===== config.mk =====
export PLATFORM = sky130hd
export DESIGN_NAME = mem_access
export DESIGN_NICKNAME = d
export VERILOG_FILES = /design/src/rtl/mem_access.sv
export SDC_FILE = /design/constraint.sdc
export NUM_CORES = 1
export LEC_CHECK = 0
export ABC_CLOCK_PERIOD_IN_PS = 2300
export CAP_MARGIN = 5
export CORE_ASPECT_RATIO = 2
export CORE_MARGIN = 1.5
export CORE_UTILIZATION = 39
export CTS_CLUSTER_SIZE = 40
export DETAILED_ROUTE_END_ITERATION = 10
export PLACE_DENSITY_LB_ADDON = 0.15
export SKIP_CTS_REPAIR_TIMING = 1
export SYNTH_ARGS = -nofsm -noshare
export SYNTH_HDL_FRONTEND = slang
export SYNTH_SLANG_ARGS = --single-unit

===== constraint.sdc =====
create_clock -name clk -period 2.3 [get_ports clk]
set_input_delay 0.345 -clock clk [delete_from_list [all_inputs] [get_ports clk]]
set_output_delay 0.345 -clock clk [all_outputs]
set_load 0.02 [all_outputs]

===== src/rtl/mem_access.sv =====
`default_nettype none
// ============================================================================
// Module      : mem_access
// Description : Memory-access pipeline stage. Non-memory ops retire one
//               cycle after acceptance. Aligned lw/sw issue a single data
//               memory request held until acknowledged or timed out.
//               Misaligned lw/sw retire immediately with an error pulse.
// Revision    : 1.0 - initial release
// ----------------------------------------------------------------------------
// Ports
//   clk, rst            clock, synchronous active-high reset
//   valid_i             EX result present (sampled in IDLE only)
//   ALUop_i             5'b10100 = lw, 5'b10101 = sw, others non-memory
//   WriteReg_i          register-write enable
//   WriteDataNum_i      destination register index
//   WriteData_i         ALU / link result
//   MemAddr_i           effective address
//   StoreData_i         store operand
//   mem_ack_i           memory completes the access this cycle
//   mem_rdata_i         read data, valid with mem_ack_i
//   mem_req_o/mem_we_o  request / write strobe
//   mem_addr_o          word address
//   mem_wdata_o         store data (0 for lw)
//   stall_o             upstream holds while high (combinational from state)
//   valid_o, WriteReg_o, WriteDataNum_o, WriteData_o   retired result to WB
//   misalign_o, timeout_o                              one-cycle error pulses
// ============================================================================
module mem_access (
   input  logic        clk,
   input  logic        rst,
   input  logic        valid_i,
   input  logic [4:0]  ALUop_i,
   input  logic        WriteReg_i,
   input  logic [4:0]  WriteDataNum_i,
   input  logic [31:0] WriteData_i,
   input  logic [31:0] MemAddr_i,
   input  logic [31:0] StoreData_i,
   input  logic        mem_ack_i,
   input  logic [31:0] mem_rdata_i,
   output logic        mem_req_o,
   output logic        mem_we_o,
   output logic [31:0] mem_addr_o,
   output logic [31:0] mem_wdata_o,
   output logic        stall_o,
   output logic        valid_o,
   output logic        WriteReg_o,
   output logic [4:0]  WriteDataNum_o,
   output logic [31:0] WriteData_o,
   output logic        misalign_o,
   output logic        timeout_o
);

   localparam logic [4:0] OP_LW     = 5'b10100;
   localparam logic [4:0] OP_SW     = 5'b10101;
   localparam logic [4:0] CNT_LIMIT = 5'd31;

   typedef enum logic [0:0] {
      IDLE   = 1'b0,
      ACCESS = 1'b1
   } state_e;

   state_e      state_q, state_d;
   logic [4:0]  cnt_q, cnt_d;
   logic        req_q, req_d;
   logic        we_q, we_d;
   logic [31:0] addr_q, addr_d;
   logic [31:0] wdata_q, wdata_d;
   logic        valid_q, valid_d;
   logic        wreg_q, wreg_d;
   logic [4:0]  num_q, num_d;
   logic [31:0] data_q, data_d;
   logic        mis_q, mis_d;
   logic        to_q, to_d;
   // Destination info of the in-flight access, needed at retirement.
   logic        cap_wreg_q, cap_wreg_d;
   logic [4:0]  cap_num_q, cap_num_d;

   logic        is_lw, is_sw;

   assign is_lw = (ALUop_i == OP_LW);
   assign is_sw = (ALUop_i == OP_SW);

   always_comb begin
      state_d    = state_q;
      cnt_d      = cnt_q;
      req_d      = req_q;
      we_d       = we_q;
      addr_d     = addr_q;
      wdata_d    = wdata_q;
      valid_d    = 1'b0;
      mis_d      = 1'b0;
      to_d       = 1'b0;
      wreg_d     = wreg_q;
      num_d      = num_q;
      data_d     = data_q;
      cap_wreg_d = cap_wreg_q;
      cap_num_d  = cap_num_q;

      case (state_q)
         IDLE: begin
            if (valid_i) begin
               if (is_lw || is_sw) begin
                  if (MemAddr_i[1:0] == 2'b00) begin
                     state_d    = ACCESS;
                     req_d      = 1'b1;
                     we_d       = is_sw;
                     addr_d     = MemAddr_i;
                     wdata_d    = is_sw ? StoreData_i : 32'd0;
                     cnt_d      = 5'd0;
                     cap_wreg_d = WriteReg_i;
                     cap_num_d  = WriteDataNum_i;
                  end else begin
                     // Misaligned: no request, retire at once as an error.
                     valid_d = 1'b1;
                     mis_d   = 1'b1;
                     wreg_d  = 1'b0;
                     num_d   = WriteDataNum_i;
                     data_d  = 32'd0;
                  end
               end else begin
                  valid_d = 1'b1;
                  wreg_d  = WriteReg_i;
                  num_d   = WriteDataNum_i;
                  data_d  = WriteData_i;
               end
            end
         end
         ACCESS: begin
            // Ack is checked first so it wins over a coincident timeout.
            if (mem_ack_i) begin
               state_d = IDLE;
               req_d   = 1'b0;
               valid_d = 1'b1;
               num_d   = cap_num_q;
               if (we_q) begin
                  wreg_d = 1'b0;
                  data_d = 32'd0;
               end else begin
                  wreg_d = cap_wreg_q;
                  data_d = mem_rdata_i;
               end
            end else if (cnt_q == CNT_LIMIT) begin
               state_d = IDLE;
               req_d   = 1'b0;
               valid_d = 1'b1;
               to_d    = 1'b1;
               wreg_d  = 1'b0;
               num_d   = cap_num_q;
               data_d  = 32'd0;
            end else begin
               cnt_d = cnt_q + 5'd1;
            end
         end
         default: begin
            state_d = IDLE;
         end
      endcase
   end

   always_ff @(posedge clk) begin
      if (rst) begin
         state_q    <= IDLE;
         cnt_q      <= 5'd0;
         req_q      <= 1'b0;
         we_q       <= 1'b0;
         addr_q     <= 32'd0;
         wdata_q    <= 32'd0;
         valid_q    <= 1'b0;
         wreg_q     <= 1'b0;
         num_q      <= 5'd0;
         data_q     <= 32'd0;
         mis_q      <= 1'b0;
         to_q       <= 1'b0;
         cap_wreg_q <= 1'b0;
         cap_num_q  <= 5'd0;
      end else begin
         state_q    <= state_d;
         cnt_q      <= cnt_d;
         req_q      <= req_d;
         we_q       <= we_d;
         addr_q     <= addr_d;
         wdata_q    <= wdata_d;
         valid_q    <= valid_d;
         wreg_q     <= wreg_d;
         num_q      <= num_d;
         data_q     <= data_d;
         mis_q      <= mis_d;
         to_q       <= to_d;
         cap_wreg_q <= cap_wreg_d;
         cap_num_q  <= cap_num_d;
      end
   end

   assign stall_o        = (state_q == ACCESS);
   assign mem_req_o      = req_q;
   assign mem_we_o       = we_q;
   assign mem_addr_o     = addr_q;
   assign mem_wdata_o    = wdata_q;
   assign valid_o        = valid_q;
   assign WriteReg_o     = wreg_q;
   assign WriteDataNum_o = num_q;
   assign WriteData_o    = data_q;
   assign misalign_o     = mis_q;
   assign timeout_o      = to_q;

endmodule
`default_nettype wire


# [Word-level counts from Yosys, hierarchy flattened]
# Index checks and enable logic that the tools add are counted.
[totals] in_bits=143 mem_bits_ro=0 latchBits=0 wordCells=80 memories=0 regBits=119 out_inout_bits=108 ram_bits=0
[op_classes] n_mux=44 n_eq_ne=10 shifts=0 n_div=0 n_lt_le_gt_ge=0 bitwise_logic=3 addsub=1 n_mul=0 n_reduce_logical=8
[op_table] operator="$mux 32" n=7
[op_table] operator="$pmux 32 s2" n=1
[op_table] operator="$mux 5" n=10
[op_table] operator="$mux 1" n=20
[op_table] operator="$pmux 5 s2" n=2
[op_table] operator="$eq 5x5->1 const B" n=3
[op_table] operator="$ne 2x2->1 const B" n=5
[op_table] operator="$pmux 1 s2" n=4
[op_table] operator="$reduce_and 4->1" n=2
[op_table] operator="$add 5x1->5 const B" n=1
[op_table] operator="$reduce_and 5->1" n=1
[op_table] operator="$reduce_or 4->1" n=1
[op_table] operator="$ne 3x2->1 const B" n=1
[op_table] operator="$ne 3x3->1 const B" n=1
[op_table] operator="$not 1->1" n=3
[op_table] operator="$reduce_and 3->1" n=1
[op_table] operator="$reduce_or 3->1" n=1
[op_table] operator="$logic_not 2->1" n=1
[op_table] operator="$logic_or 1x1->1" n=1

# [Depth between registers and ports, before layout]
# Gate-level depths: netlist of run 1.
[logic_depth] depth_word=5 ltp_mapped=9 ltp_nobuf=7

# [Least setup slack after synthesis of run 1]
# OpenSTA, ideal clock, no wires.
[synth_path] path_kind="reg2reg" start="register cnt_q[0]" end="register data_q[15], in the netlist WriteData_o[15]" setup_time_ns=0.141 setup_slack_ns=0.280 path_buffers=2 required_time_ns=2.159 t_arrival_ns=1.880 period_less_slack_ns=2.020 stages_incl_launch_ff=10 path_cell_list="dfxtp_1 -> ha_1 -> and3_1 -> ha_1 -> or3b_1 -> o211a_1 -> buf_6 -> buf_8 -> nor2_4 -> nor3_2"
[synth_via] elab_chain_cells=3
[synth_rtl] element="from (decl)" line="63" source="logic [4:0] cnt_q, cnt_d;"
[synth_rtl] element="from (signal assigned)" line="178" source="cnt_q <= cnt_d;"
[synth_rtl] element="$eq 5x5->1" line="142" source="end else if (cnt_q == CNT_LIMIT) begin"
[synth_rtl] element="$ne 3x2->1 (no source line)"
[synth_rtl] element="$reduce_and 3->1 (no source line)"
[synth_rtl] element="to (signal assigned)" line="186" source="data_q <= data_d;"
[synth_rtl] element="to (decl)" line="71" source="logic [31:0] data_q, data_d;"
# Every way passes these cells.
# A chain may end at the register's enable or synchronous reset.

# [Final worst setup path of run 1]
[layout_path] start="register cnt_q[0]" end="register data_q[7], in the netlist WriteData_o[7]"
# The elaborated chain is that of the path after synthesis.

==> impl_metrics.csv, run 1 <==
group,metric,value,unit
status,status,"completed",
yosys,postSynthCellCount,465,
global_route,antenna_found_initial,0,
clock_network,cts_tree,"yes",
die,fp-row-count,56,
timing,maxSlewViolCount,0,
yosys,synth_nets,610,
worst_setup_path,critPathCaptureType,"flop",
timing,tightest_slew,0.445,ns
die,start_util,39.7,%
final_layout,nets,860,
yosys,yosysWarnings,0,
final_layout,antennaDiodeCount,0,
global_route,grt_pass1_vias,4568,
die,dieArea,12600,um2
run,cap_violations,0,
worst_hold_path,hold_end,"cap_wreg_q",
yosys,synth_seq_cells,119,
worst_hold_path,hold_depth,2,
global_route,grt_use_total,23.5,%
worst_setup_path,reg2reg_to,"WriteData_o[7]",
yosys,synth.distinct_cells,39,
final_layout,layout-drive-gt1-share,14.0,%
detailed_routing,drc,0,
power_and_ir_drop,power_leakage,2.90,nW
yosys,synth_seq_area_share,51.5,%
timing,setup_viol,0,
worst_setup_path,path_delay_family,"simple AND/OR/NAND/NOR gates",
clock_network,cts-buffers-inserted,17,
place,gp_congestion,0.841,
worst_setup_path,arrival,2.42,ns
worst_setup_path,crit_top_cell,"ha_1",
worst_setup_path,cp.required,2.57,ns
detailed_routing,routed_wl,14800,um
yosys,ys_top_cells_by_area,"dfxtp_1 52%, a221oi_1 6.3%, nand2_1 6.3%, a22o_1 6.1%, nor2_4 4.6%",
timing,max_freq,0.465,GHz
worst_setup_path,cpPeakStageDelay,0.46,ns
place,portBuffers,250,
yosys,synth_area,4620,um2
place,pre_cts_ws,0.171,ns
timing,finClkSkew,0.00701,ns
detailed_routing,wire_per_inst,16.9,um
timing,tns,0,ns
die,core,11600,um2
yosys,postSynthAreaPerCell,9.94,um2
power_and_ir_drop,peakVddDrop,0.000548,V
clock_network,cts.sinks,119,
yosys,yosysTopAreaCellShare,51.5,%
place,dpl.hpwl,10900,um
timing,rsz0062_at_grt,"false",
clock_network,h-tree-depth,4,
worst_setup_path,r2r_slack,0.15,ns
detailed_routing,dr_total_vias,4460,
power_and_ir_drop,fin_total_pwr,5.47,mW
worst_setup_path,timing_worst_setup_path_type,"flop to flop",
die,die_h,157,um
global_route,grt.overflow.total,0,
worst_setup_path,cp_cell_sequence,"ha_1 > and3_1 > ha_1 > or3b_1 > o211a_2 > buf_12 > nor2_1 > nor3_1",
clock_network,clockBufferDepth,2,
worst_setup_path,path_buf_inv,1,
timing,max_slew_margin,70.3,%
global_route,grt_max_degree,45,
power_and_ir_drop,p_per_area,692,nW/um2
worst_setup_path,slowest_stage,"or3b_1",
timing,fin_crit,2.15,ns
die,die_w,80.0,um
detailed_routing,firstDrtPassIters,4,
worst_setup_path,startpoint_type,"flop",
worst_hold_path,hold_start,"rst",
detailed_routing,antenna_left,0,
clock_network,clkTransAtPathRegs,0.05,ns
timing,setup_slack,0.151,ns
worst_setup_path,critical_path_cell_count,8,
die,io_pins,251,
worst_hold_path,hold_class,"input port to flop",
yosys,yosys.area.top_type,"dfxtp_1",
clock_network,cts_root_buf,"clkbuf_16",
worst_setup_path,reg2regPathDepth,8,
global_route,grt_first_pass_wirelength,22600,um
worst_setup_path,crit_fanout,18,
clock_network,clkLatencyLatePin,0.41,ns
timing,timing.final.crit_share,93.4,%
final_layout,syn2layout_area_growth,70.9,%
detailed_routing,viasPerCell,5.11,
timing,hold_viol_final,0,
detailed_routing,drt_iter0_drc,142,
worst_setup_path,worstReg2RegStart,"cnt_q[0]",
layout by cell type (no fill, tap or decap), drive strengths merged, types with 2 or more instances in the layout:
| cell type | Yosys | routed |
|---|---|---|
| nor2 | 56 | 56 |
| and3 | 2 | 2 |
| nand2 | 78 | 78 |
| a21oi | 40 | 40 |
| nor3 | 35 | 35 |
| dfxtp | 119 | 119 |
| buf | 20 | 20 |
| a21o | 2 | 2 |
| a22o | 32 | 32 |
| a221oi | 33 | 33 |
| clkbuf | 18 | 17 |
| inv | 0 | 4 |
| nor4 | 6 | 6 |
| ha | 2 | 2 |
| and2 | 2 | 2 |
| clkinv | 0 | 8 |
| nand3 | 3 | 3 |
| clkdlybuf4s50 | 0 | 249 |
| xor2 | 2 | 2 |
| bufinv | 0 | 2 |
synth_stat cells:
master and instances:
nand3_1 3, and4bb_4 1, nor4bb_1 1, a31oi_1 1, nor2_1 34, nand2_1 77
nor3_1 16, nor2_4 19, nor4b_4 1, clkbuf_1 18, o21ai_0 1, nor2b_1 1
nor2_8 1, or2_2 1, or3_4 1, a221oi_1 33, and3_1 2, buf_6 6
xor2_1 2, nand2b_1 1, a21o_1 2, nor2_2 2, nand4_1 1, buf_4 4
nor3_2 19, o211ai_4 1, a22o_1 32, nand2_4 1, buf_2 8, a21oi_1 40
or3b_1 1, ha_1 2, buf_8 2, and2_1 2, dfxtp_1 119, nand4bb_1 1
o211a_1 1, nor3b_1 1, nor4_1 6
stage by stage:
| stage | util, % | hold slack (ns) | area [um2] | std cells |
|---|---|---|---|---|
| floorplan | - | 0.421 | 4620 | 465 |
| global placement | 62.8 | 0.442 | 7300 | 841 |
| detailed placement | 62.8 | 0.450 | 7300 | 841 |
| CTS | 67.9 | 0.337 | 7900 | 873 |
| global route | 67.9 | 0.343 | 7900 | 873 |
| finish | 67.9 | 0.351 | 7900 | 873 |
final cells by class:
| cell class | count | area, um2 |
|---|---|---|
| Fill cell | 976 | 3730 |
| Multi-Input combinational cell | 308 | 2010 |
| Tap cell | 145 | 181 |
| Clock inverter | 15 | 171 |
| Timing Repair Buffer | 269 | 2730 |
| Clock buffer | 17 | 425 |
| Sequential cell | 119 | 2380 |
worst max path at each step:
stage                           end       start
finish               WriteData_o[7]    cnt_q[0]
global placement    mem_wdata_o[19]  ALUop_i[3]
detailed placement  mem_wdata_o[15]  ALUop_i[3]
floorplan           WriteData_o[15]    cnt_q[0]
global route         WriteData_o[7]    cnt_q[0]
CTS                  WriteData_o[7]    cnt_q[0]
kinds of logic after synthesis:
logic type | share of synthesized area [%]
and+or+nand+nor | 24.6
DFF | 51.5
AOI/OAI and AO/OA | 17.9
buffers and inverters | 5.09
xor gates and xnor gates | 0.379
adders and majority gates | 0.541
state kept, by name (all words and copies together), names as in the netlist:
name / cells
cap_num_q: 5
cnt_q: 5
WriteData_o: 32
valid_o: 1
mem_req_o: 1
cap_wreg_q: 1
misalign_o: 1
mem_wdata_o: 32
mem_addr_o: 32
stall_o: 1
WriteReg_o: 1
mem_we_o: 1
WriteDataNum_o: 5
timeout_o: 1
metal layers:
layer / global-route usage (%) / wire length (um) / vias to the layer above
met5: 0 / 0 / -
met4: 10.9 / 385 / 0
met3: 6.32 / 979 / 27
met2: 43.7 / 8150 / 167
met1: 23.4 / 5250 / 2103
li1: - / - / 2163
report_power, final:
part,switching [mW],internal [mW],leakage [nW]
combinational,0.281,0.398,1.65
clock,1.01,1.62,0.290
sequential,0.0402,2.12,0.969
total,1.34,4.13,2.90
Note: power is estimated with default switching activity, not from simulation.
==> run 2: changes to the inputs <==
- SLEW_MARGIN: default -> 5
==> results of run 2 <==
The final DEF is identical to that of run 1; final timing and power are the same.
==> run 3: changes to the inputs <==
- ABC_AREA: default -> 1
- CORE_UTILIZATION: 39 -> 40
==> run 3 against run 2 <==
Against the previous run: fmax up 6.5%; core utilization about the same; sequential share of layout area down 1.2 points; synthesized cell count up 56%; critical path type is now flop to output pin; count of clock-buffer cells in the layout up 3.
==> impl_metrics.csv, run 3 <==
group,metric,value,unit
yosys,ys_top_cells_by_area,"dfxtp_1 48%, nand2_1 16%, nor2_1 12%, nand3_1 7.7%, o21ai_0 3.7%",
global_route,grt_max_degree,68,
detailed_routing,viasPerCell,4.62,
detailed_routing,drt_iter0_drc,186,
yosys,synth_common_cells,"217 x nand2_1, 157 x nor2_1, 119 x dfxtp_1",
yosys,synth_top_family_by_area,"simple AND/OR/NAND/NOR gates",
final_layout,layout.cells.most_common,"clkdlybuf4s50_1",
worst_hold_path,hold_class,"flop to flop",
yosys,yosysTopAreaCellShare,47.8,%
final_layout,antennaDiodeCount,0,
global_route,grt_pass1_vias,4855,
timing,tns,0,ns
global_route,grt_first_pass_wirelength,23200,um
worst_setup_path,arrival,1.67,ns
clock_network,h-tree-depth,4,
worst_setup_path,cp_cell_sequence,"buf_4 > clkdlybuf4s50_1",
clock_network,cts.sinks,119,
run,cap_violations,0,
final_layout,layout-drive-gt1-share,5.93,%
die,io_pins,251,
global_route,grt_use_total,22.6,%
detailed_routing,drc,0,
final_layout,final_cell_mix,"250 x clkdlybuf4s50_1, 217 x nand2_1, 156 x nor2_1, 119 x dfxtp_1, 77 x nand3_1",
yosys,async_reset_ff_share,0,%
yosys,synth-main-ff-cell,"dfxtp_1",
clock_network,cts-buffers-inserted,17,
global_route,antenna_found_initial,0,
die,fp-row-count,57,
yosys,synth_seq_area_share,47.8,%
global_route,grt.overflow.total,0,
timing,hold_viol_final,0,
timing,fin_crit,2.02,ns
place,gp_congestion,0.833,
timing,setup_viol,0,
place,dpl.hpwl,10300,um
detailed_routing,wire_per_inst,12.9,um
power_and_ir_drop,power_leakage,3.58,nW
detailed_routing,dr_total_vias,5201,
clock_network,clkLatencyLatePin,0.40,ns
worst_hold_path,hold_depth,2,
yosys,synth_fa_ha_area_share,0.502,%
final_layout,num-fill-cells,1084,
clock_network,clkTransAtPathRegs,0.06,ns
worst_setup_path,reg2reg_to,"WriteData_o[25]",
yosys,synth_edf_count,0,
die,start_util,41.1,%
timing,tightest_slew,0.289,ns
timing,max_freq,0.496,GHz
detailed_routing,antenna_left,0,
final_layout,seq_area,2380,um2
clock_network,cts_tree,"yes",
timing,maxSlewViolCount,0,
final_layout,syn2layout_area_growth,65.2,%
yosys,muxShareOfSynthArea,1.00,%
worst_setup_path,r2r_slack,0.39,ns
yosys,yosys.area.top_type,"dfxtp_1",
die,core,12100,um2
yosys,synth_area,4990,um2
yosys,yosysWarnings,0,
yosys,postSynthAreaPerCell,6.88,um2
timing,timing.final.crit_share,87.7,%
worst_setup_path,path_delay_family,"buffers and inverters",
power_and_ir_drop,peakVddDrop,0.000583,V
worst_setup_path,worstReg2RegStart,"cnt_q[0]",
worst_setup_path,critPathCaptureType,"output pin",
yosys,synth-xor-area-share,0,%
final_layout,nets,1110,
power_and_ir_drop,p_per_area,668,nW/um2
power_and_ir_drop,fin_total_pwr,5.51,mW
worst_setup_path,reg2regPathDepth,10,
final_layout,final_core_util,67.9,%
detailed_routing,routed_wl,14500,um
yosys,postSynthCellCount,725,
timing,finClkSkew,0.00831,ns
yosys,synth.distinct_cells,23,
clock_network,clockBufferDepth,2,
die,dieArea,13200,um2
final_layout,multi_input_area,2190,um2
clock_network,cts_root_buf,"clkbuf_16",
die,die_w,82.0,um
timing,rsz0062_at_grt,"false",
worst_hold_path,hold_start,"mem_addr_o[0]",
worst_setup_path,slowest_stage,"clkdlybuf4s50_1",
yosys,synth_most_common_cell,"nand2_1",
worst_setup_path,crit_fanout,9,
timing,max_slew_margin,80.7,%
yosys,synth-simple-area-share,37.4,%
worst_setup_path,path_buf_inv,2,
worst_setup_path,cp.required,1.96,ns
place,portBuffers,250,
worst_hold_path,hold_end,"mem_addr_o[0]",
detailed_routing,firstDrtPassIters,4,
status,status,"completed",
yosys,synth_nets,870,
yosys,synth_seq_cells,119,
worst_setup_path,timing_worst_setup_path_type,"flop to output pin",
worst_setup_path,startpoint_type,"flop",
yosys,synth_compound_area_share,4.92,%
die,die_h,161,um
worst_setup_path,cpPeakStageDelay,0.65,ns
## run 3: final cells by class
type | instances | area share (%)
timing repair buffer | 268 | 33.1
sequential | 119 | 28.9
multi-input combinational | 517 | 26.6
clock buffer | 20 | 5.42
tap | 147 | 2.23
inverter | 42 | 1.93
clock inverter | 12 | 1.85
## run 3: per-layer routing
metal / wire length (um) / vias to the layer above / track usage, % / part of all wire, %
met5: 0 / - / 0 / 0
met4: 414 / 0 / 9.24 / 2.8
met3: 1110 / 27 / 7.05 / 7.6
met2: 7540 / 171 / 39.8 / 52
met1: 5470 / 2277 / 24.2 / 38
li1: - / 2726 / - / -
## run 3: worst max-delay path by stage
| stage | depth (start not counted) | slack (ns) | to | startpoint |
|---|---|---|---|---|
| floorplan | 11 | 0.63 | WriteData_o[22] | cnt_q[0] |
| global placement | 9 | 0.36 | WriteData_o[2] | ALUop_i[4] |
| detailed placement | 9 | 0.33 | WriteData_o[0] | ALUop_i[4] |
| CTS | 2 | 0.26 | stall_o | stall_o |
| global route | 2 | 0.19 | stall_o | stall_o |
| finish | 2 | 0.28 | stall_o | stall_o |
## run 3: report_power, final
group / leakage (nW) / total, mW / internal [mW] / switching [mW]
Sequential: 0.969 / 2.15 / 2.12 / 0.0283
Clock: 0.294 / 2.67 / 1.73 / 0.936
Combinational: 2.32 / 0.691 / 0.392 / 0.299
## run 3: worst min-delay path: cells and delay by family (launching register included)
family | cells | cell delay (ns)
DFF | 1 | 0.31
and+or+nand+nor | 2 | 0.10
## run 3: logic make-up after synthesis
| family | Yosys count |
|---|---|
| simple gates | 461 |
| flops | 119 |
| buf+inv | 89 |
| compound gates | 49 |
| mux | 5 |
| fa+ha+maj | 2 |
## run 3: per-stage QoR
| stage | hold slack [ns] | setup slack, ns | instance area (um2) | std cells |
|---|---|---|---|---|
| 6_report | 0.447 | 0.283 | 8240 | 1125 |
| 5_1_grt | 0.472 | 0.188 | 8240 | 1125 |
| 4_1_cts | 0.450 | 0.263 | 8240 | 1125 |
| 3_5_place_dp | 0.439 | 0.326 | 7640 | 1093 |
| 3_3_place_gp | 0.433 | 0.361 | 7640 | 1093 |
| 2_1_floorplan | 0.421 | 0.634 | 4990 | 725 |
